===== config.mk =====
export PLATFORM = sky130hd
export DESIGN_NAME = sla_seq
export DESIGN_NICKNAME = d
export VERILOG_FILES = /design/src/rtl/sla_seq.sv
export SDC_FILE = /design/constraint.sdc
export NUM_CORES = 1
export LEC_CHECK = 0
export CORE_UTILIZATION = 30
export CTS_BUF_LIST = sky130_fd_sc_hd__clkbuf_8
export DETAILED_ROUTE_END_ITERATION = 10
export GPL_TIMING_DRIVEN = 1
export SLEW_MARGIN = 10
export SYNTH_ARGS = -nofsm -noshare
export SYNTH_HDL_FRONTEND = slang
export SYNTH_SLANG_ARGS = --single-unit
export TNS_END_PERCENT = 100

===== constraint.sdc =====
create_clock -name clk -period 4.7 [get_ports clk]
set_clock_uncertainty 0.2 [all_clocks]
set_input_delay 0.705 -clock clk [delete_from_list [all_inputs] [get_ports clk]]
set_output_delay 0.705 -clock clk [all_outputs]
set_load 0.05 [all_outputs]

===== src/rtl/sla_seq.sv =====
// sla_seq: two-requester arbitrated shift-left unit.
// A single shift-by-one datapath is reused once per SHIFT cycle, so an
// amount of N takes N SHIFT cycles plus one DONE cycle. Overflow is sticky
// and is raised whenever a step would change the sign bit.
module sla_seq #(
  parameter int WIDTH = 32,
  parameter int AMT_W = 5
) (
  input  logic             clk,
  input  logic             reset,
  input  logic             req0,
  input  logic [WIDTH-1:0] a0,
  input  logic [AMT_W-1:0] amt0,
  input  logic             req1,
  input  logic [WIDTH-1:0] a1,
  input  logic [AMT_W-1:0] amt1,
  output logic [1:0]       gnt,
  output logic             busy,
  output logic             done,
  output logic             done_id,
  output logic [WIDTH-1:0] out,
  output logic             ovf
);

  typedef enum logic [1:0] {
    IDLE  = 2'd0,
    SHIFT = 2'd1,
    DONE  = 2'd2
  } state_t;

  state_t           state_reg, state_next;
  logic [WIDTH-1:0] acc_reg, acc_next;
  logic [AMT_W-1:0] cnt_reg, cnt_next;
  logic             id_reg, id_next;
  logic             last_id_reg, last_id_next;
  logic [1:0]       gnt_reg, gnt_next;
  logic [WIDTH-1:0] out_reg, out_next;
  logic             ovf_reg, ovf_next;
  logic             done_id_reg, done_id_next;

  // Arbitration and datapath helpers
  logic             sel;
  logic [WIDTH-1:0] sel_a;
  logic [AMT_W-1:0] sel_amt;
  logic [WIDTH-1:0] shifted;

  // State register and datapath registers; reset abandons any operation
  always_ff @(posedge clk) begin
    if (reset) begin
      state_reg   <= IDLE;
      acc_reg     <= '0;
      cnt_reg     <= '0;
      id_reg      <= 1'b0;
      last_id_reg <= 1'b1;   // requester 0 wins the first tie
      gnt_reg     <= 2'b00;
      out_reg     <= '0;
      ovf_reg     <= 1'b0;
      done_id_reg <= 1'b0;
    end else begin
      state_reg   <= state_next;
      acc_reg     <= acc_next;
      cnt_reg     <= cnt_next;
      id_reg      <= id_next;
      last_id_reg <= last_id_next;
      gnt_reg     <= gnt_next;
      out_reg     <= out_next;
      ovf_reg     <= ovf_next;
      done_id_reg <= done_id_next;
    end
  end

  // Next-state, arbitration and one shift step per SHIFT cycle
  always_comb begin
    state_next   = state_reg;
    acc_next     = acc_reg;
    cnt_next     = cnt_reg;
    id_next      = id_reg;
    last_id_next = last_id_reg;
    gnt_next     = 2'b00;
    out_next     = out_reg;
    ovf_next     = ovf_reg;
    done_id_next = done_id_reg;

    // On a tie the requester not served last wins; otherwise the lone one.
    sel     = (req0 && req1) ? ~last_id_reg : req1;
    sel_a   = sel ? a1 : a0;
    sel_amt = sel ? amt1 : amt0;
    shifted = {acc_reg[WIDTH-2:0], 1'b0};

    unique case (state_reg)
      IDLE: begin
        if (req0 || req1) begin
          acc_next     = sel_a;
          cnt_next     = sel_amt;
          id_next      = sel;
          last_id_next = sel;
          ovf_next     = 1'b0;
          gnt_next     = sel ? 2'b10 : 2'b01;
          if (sel_amt == '0) begin
            // Zero amount: result is the operand itself, published next cycle
            state_next   = DONE;
            out_next     = sel_a;
            done_id_next = sel;
          end else begin
            state_next = SHIFT;
          end
        end
      end
      SHIFT: begin
        acc_next = shifted;
        cnt_next = cnt_reg - AMT_W'(1);
        if (acc_reg[WIDTH-1] != acc_reg[WIDTH-2]) begin
          ovf_next = 1'b1;
        end
        if (cnt_reg == AMT_W'(1)) begin
          // Last step: the result register is loaded as DONE is entered
          state_next   = DONE;
          out_next     = shifted;
          done_id_next = id_reg;
        end
      end
      DONE: begin
        state_next = IDLE;
      end
      default: begin
        state_next = IDLE;
      end
    endcase
  end

  assign gnt     = gnt_reg;
  assign busy    = (state_reg != IDLE);
  assign done    = (state_reg == DONE);
  assign done_id = done_id_reg;
  assign out     = out_reg;
  assign ovf     = ovf_reg;

endmodule

* Word-level counts from Yosys, hierarchy flattened
Index checks and enable logic that the tools add are counted.
** Word-level totals
- Register bits after elaboration :: 77
- Latch bits :: 0
- RAM bits :: 0
- ROM bits :: 0
- Bits of input ports :: 78
- Output and inout port bits :: 38
- Memories kept :: 0
** Operators by class
- Add/subtract/negate cells :: 1
- Multipliers :: 0
- Div/mod/pow operators :: 0
- Order comparisons :: 0
- Eq/ne operators :: 8
- Shift-type cells :: 0
- Mux-type cells :: 23
- Bitwise logic cells :: 3
- Reductions and logical operators :: 12
** Operators with widths (count)
- 32-bit two-way mux :: 5
- 32-bit one-hot mux with 2 select lines :: 2
- 5-bit two-way mux :: 2
- 5-bit one-hot mux with 2 select lines :: 1
- 2-bit two-way mux :: 4
- 2-bit inequality test, second input constant :: 4
- 1-bit two-way mux :: 6
- 2-bit AND reduction :: 3
- 5-bit by 1-bit equality test with 1-bit output, second input constant :: 1
- 5-bit logical NOT :: 1
- 5-bit by 1-bit subtractor with 5-bit output, second input constant :: 1
- 1-bit one-hot mux with 2 select lines :: 2
- 2-bit one-hot mux with 2 select lines :: 1
- 4-bit AND reduction :: 1
- 2-bit nonzero test :: 2
- 1-bit inverter :: 3
- 3-bit AND reduction :: 1
- 3-bit OR reduction :: 1
- 2-bit by 1-bit equality test with 1-bit output, second input constant :: 1
- 2-bit equality test, second input constant :: 1
- 2-bit logical NOT :: 1
- 1-bit logical AND :: 1
- 1-bit logical OR :: 1
- 1-bit inequality test :: 1

* Logic depth before layout (Yosys ltp)
- Depth after elaboration :: 7
- Depth in mapped cells :: 8
- Depth with buffers taken out :: 6

* Worst setup path before layout
Ideal clock, no wire load.
- Kind :: input -> register
- Start point :: input amt1[1]
- End point :: register done_id_reg (netlist: done_id)
- Library setup time :: 121 ps
- Data arrival time :: 1914 ps
- Slack :: 2465 ps
- Stages on the path :: 5
- Path buffers :: 1
- Path through :: or4_1 > nor3_2 > o32ai_2 > buf_6 > mux2_4
** Between the ends
- Longest elaborated chain between the ends :: 4
** RTL lines
- start: declaration :: RTL line 16 : input logic [AMT_W-1:0] amt1,
- 5-bit two-way mux :: RTL line 87 : sel_amt = sel ? amt1 : amt0;
- 5-bit logical NOT :: RTL line 99 : if (sel_amt == '0) begin
- 2-bit inequality test (no line)
- 4-bit AND reduction (no line)
- end signal: assignment :: RTL line 68 : done_id_reg <= done_id_next;
- end: declaration :: RTL line 39 : logic done_id_reg, done_id_next;
No other way between the ends.
A chain may end at the register's enable or synchronous reset.

* Final worst setup path
- Start point :: input req0
- End point :: register done_id_reg (netlist: done_id)
** Between the ends
- Longest elaborated chain between the ends :: 6
- Elaborated cells between the ends (all ways) :: 11
- Classes of those cells :: eq/ne (2); mux (5); reduce/logical (4)
** RTL lines
- start: declaration :: RTL line 11 : input logic req0,
- 1-bit logical AND :: RTL line 85 : sel = (req0 && req1) ? ~last_id_reg : req1;
- 1-bit two-way mux :: RTL line 85
- 5-bit two-way mux :: RTL line 87
- 5-bit logical NOT :: RTL line 99
- 2-bit inequality test (no line)
- 4-bit AND reduction (no line)
Several ways; a longest one is shown, not always the timed one. The select of a mux whose other input is x is not followed.

==> impl_metrics.tcl <==
set metrics [dict create \
    run_status "finished clean" \
    dp.cells 671 \
    pwr-share-comb_pct 32.0 \
    nets 590 \
    p_per_area_nw_per_um2 376 \
    postRouteAntennaNets 0 \
    netlist_area_um2 3880 \
    crit_start "req0" \
    via_count 3307 \
    firstDrtPassIters 4 \
    dp_hpwl_um 6570 \
    wl_um 9370 \
    cp_slowest_cell "clkdlybuf4s50_1" \
    antenna_found_initial 0 \
    netlist.area_leader.share_pct 39.7 \
    grt_pass1_wl_um 14800 \
    cpPeakStageDelay_ns 0.57 \
    period_needed_ns 2.85 \
    cts.sinks 77 \
    drive_above_1_share_pct 14.0 \
    arrival_ns 2.88 \
    clock_latency_ns 0.34 \
    syn_inst 409 \
    vias_per_cell 4.81 \
    syn_to_final_growth_pct 38.7 \
    yosys.area.top_type "dfxtp_1" \
    grt_max_degree 55 \
    instances_no_fill 687 \
    cap_violations 0 \
    start_kind "input pin" \
    synthesis.nets 489 \
    syn_avg_cell_area_um2 9.49 \
    endpoint_kind "register" \
    setup_tns_ns 0 \
    fmax_ghz 0.351 \
    synth-warning-count 0 \
    required_ns 4.73 \
    timing_worst_slew_pin_value_ns 0.560 \
    core_um2 12600 \
    grt_setup_unrepaired "no" \
    die_y_um 116 \
    ys_seq_elements 77 \
    sequentialPowerShare_pct 39.3 \
    vdd_drop_max_uv 118 \
    clockBufferDepth 2 \
    final_common_cell "clkdlybuf4s50_1" \
    gp_congestion 0.749 \
    first_global_vias 3066 \
    hold_start "acc_reg[23]$_SDFFE_PP0P_" \
    r2r_start "last_id_reg$_SDFFE_PP1P_" \
    cp_max_fo 21 \
    grtUsageTotal_pct 14.2 \
    intPower_mw 1.36 \
    die_x_um 116 \
    crit_type "input pin to register" \
    clk_pin_slew_ns 0.08 \
    cts_resized 0 \
    p_sw_share_pct 32.8 \
    diodes 0 \
    num_io_pins 116 \
    pwr-share-clk_pct 28.7 \
    pre_cts_ws_ns 1.47 \
    portBuffers 115 \
    report.final.slew_viol_count 0 \
    gr-total-overflow 0 \
    slew_headroom_pct 62.6 \
    cts_buffers 9 \
    p_leak_nw 2.04 \
    period_share_pct 60.7 \
    setup_ws_ns 1.85 \
    postCtsSetupBuffers 0 \
    htree_num_levels 3 \
    p_total_mw 2.02 \
    hold_violations 0 \
    most-common-layout-cells "clkdlybuf4s50_1, dfxtp_1, nand2_1, mux2_2" \
    drc 0 \
    p_switching_mw 0.663 \
    setup_viol 0 \
    ys_top_cells_by_area "dfxtp_1, mux2_2, mux2i_1, o2bb2ai_1, o211ai_1" \
    worstHoldPathType "register to register" \
    row_count 41 \
    initialDrtViolationCount 178 \
    yosysSeqAreaShare_pct 39.7 \
    path_cells "clkdlybuf4s50_1 > a21bo_2 > nor3_2 > o32ai_4 > buf_4 > mux2_4" \
    synth_cell_types 38 \
    initial_utilization_pct 30.8 \
    cts_tree "done" \
    root_buffer "clkbuf_8" \
    ctsHoldBuffers 0 \
    wire_per_inst_um 13.6 \
    utilization_pct 42.6 \
    die-area_um2 13400 \
]
[worst paths after layout]
kind	end	slack [ns]	cells after the start
setup / recovery	done_id$_SDFFE_PP0P_	1.85	6
hold / removal	acc_reg[23]$_SDFFE_PP0P_	0.26	1
setup reg to reg	done_id$_SDFFE_PP0P_	2.40	5
hold reg to reg	acc_reg[23]$_SDFFE_PP0P_	0.26	1
[power by group through the flow]
stage / registers [mW] / clock network (mW) / logic (mW)
finish: 0.795 / 0.579 / 0.647
global route: 0.809 / 0.633 / 0.702
CTS: 0.795 / 0.602 / 0.655
detailed placement: 0.808 / 0 / 0.654
global placement: 0.808 / 0 / 0.644
floorplan: 0.911 / 0 / 0.347
[per-layer routing]
| layer | wire length, µm | up-vias | part of all wire [%] | global-route usage (%) |
|---|---|---|---|---|
| met5 | 0 | - | 0 | 0 |
| met4 | 164 | 0 | 1.8 | 6.75 |
| met3 | 490 | 13 | 5.2 | 2.09 |
| met2 | 4450 | 76 | 48 | 23.5 |
| met1 | 4260 | 1534 | 45 | 18.3 |
| li1 | - | 1684 | - | - |
[logic make-up (layout without fill, tap and decap cells)]
family,after synthesis,after routing,synth area share (%)
compound gates,114,114,20.9
xor+xnor,1,1,0.226
fa+ha+maj,2,2,0.645
buf+inv,39,145,5.58
flops,77,77,39.7
mux,67,67,18.5
simple gates,109,109,14.5
[Yosys cell counts]
| cell type | count |
|---|---|
| dfxtp_1 | 77 |
| nand2_1 | 43 |
| mux2_2 | 34 |
| o21ai_0 | 33 |
| mux2i_1 | 32 |
| nand2b_1 | 32 |
| o211ai_1 | 32 |
| o2bb2ai_1 | 31 |
| clkbuf_1 | 23 |
| nor2_1 | 11 |
| a21oi_1 | 7 |
| buf_2 | 5 |
| inv_1 | 4 |
| nand3_1 | 4 |
| nor3_1 | 4 |
| a31oi_1 | 3 |
| buf_12 | 3 |
| nor2b_1 | 3 |
| or3_1 | 3 |
| a22oi_1 | 2 |
| buf_4 | 2 |
| ha_1 | 2 |
| nor3_2 | 2 |
| o31a_1 | 2 |
| or4_1 | 2 |
| a21bo_2 | 1 |
| a21boi_2 | 1 |
| a31o_2 | 1 |
| and3_1 | 1 |
| buf_1 | 1 |
| buf_6 | 1 |
| mux2_4 | 1 |
| nand3b_1 | 1 |
| nor2_4 | 1 |
| o32ai_2 | 1 |
| or4_4 | 1 |
| or4b_1 | 1 |
| xor2_1 | 1 |
[cell type report]
| cell class | instances | area (µm²) |
|---|---|---|
| flip-flops and latches | 77 | 1540 |
| inverters | 4 | 15.0 |
| multi-input cells | 293 | 2150 |
| clock buffers | 11 | 151 |
| clock inverters | 5 | 81.3 |
| fillers | 1279 | 7240 |
| repair buffers | 125 | 1230 |
| well taps | 172 | 215 |
[metrics by stage]
step,area [µm²],hold slack (ns)
CTS,5380,0.261
global placement,5150,0.239
floorplan,3880,0.224
global route,5380,0.275
finish,5380,0.258
detailed placement,5150,0.238
[critical path: cells and delay by family]
kind            cells  cell delay (ns)
simple gates        1             0.13
mux                 1             0.33
buf+inv             2             0.96
compound gates      2             0.76
(Power assumes the default switching activity.)
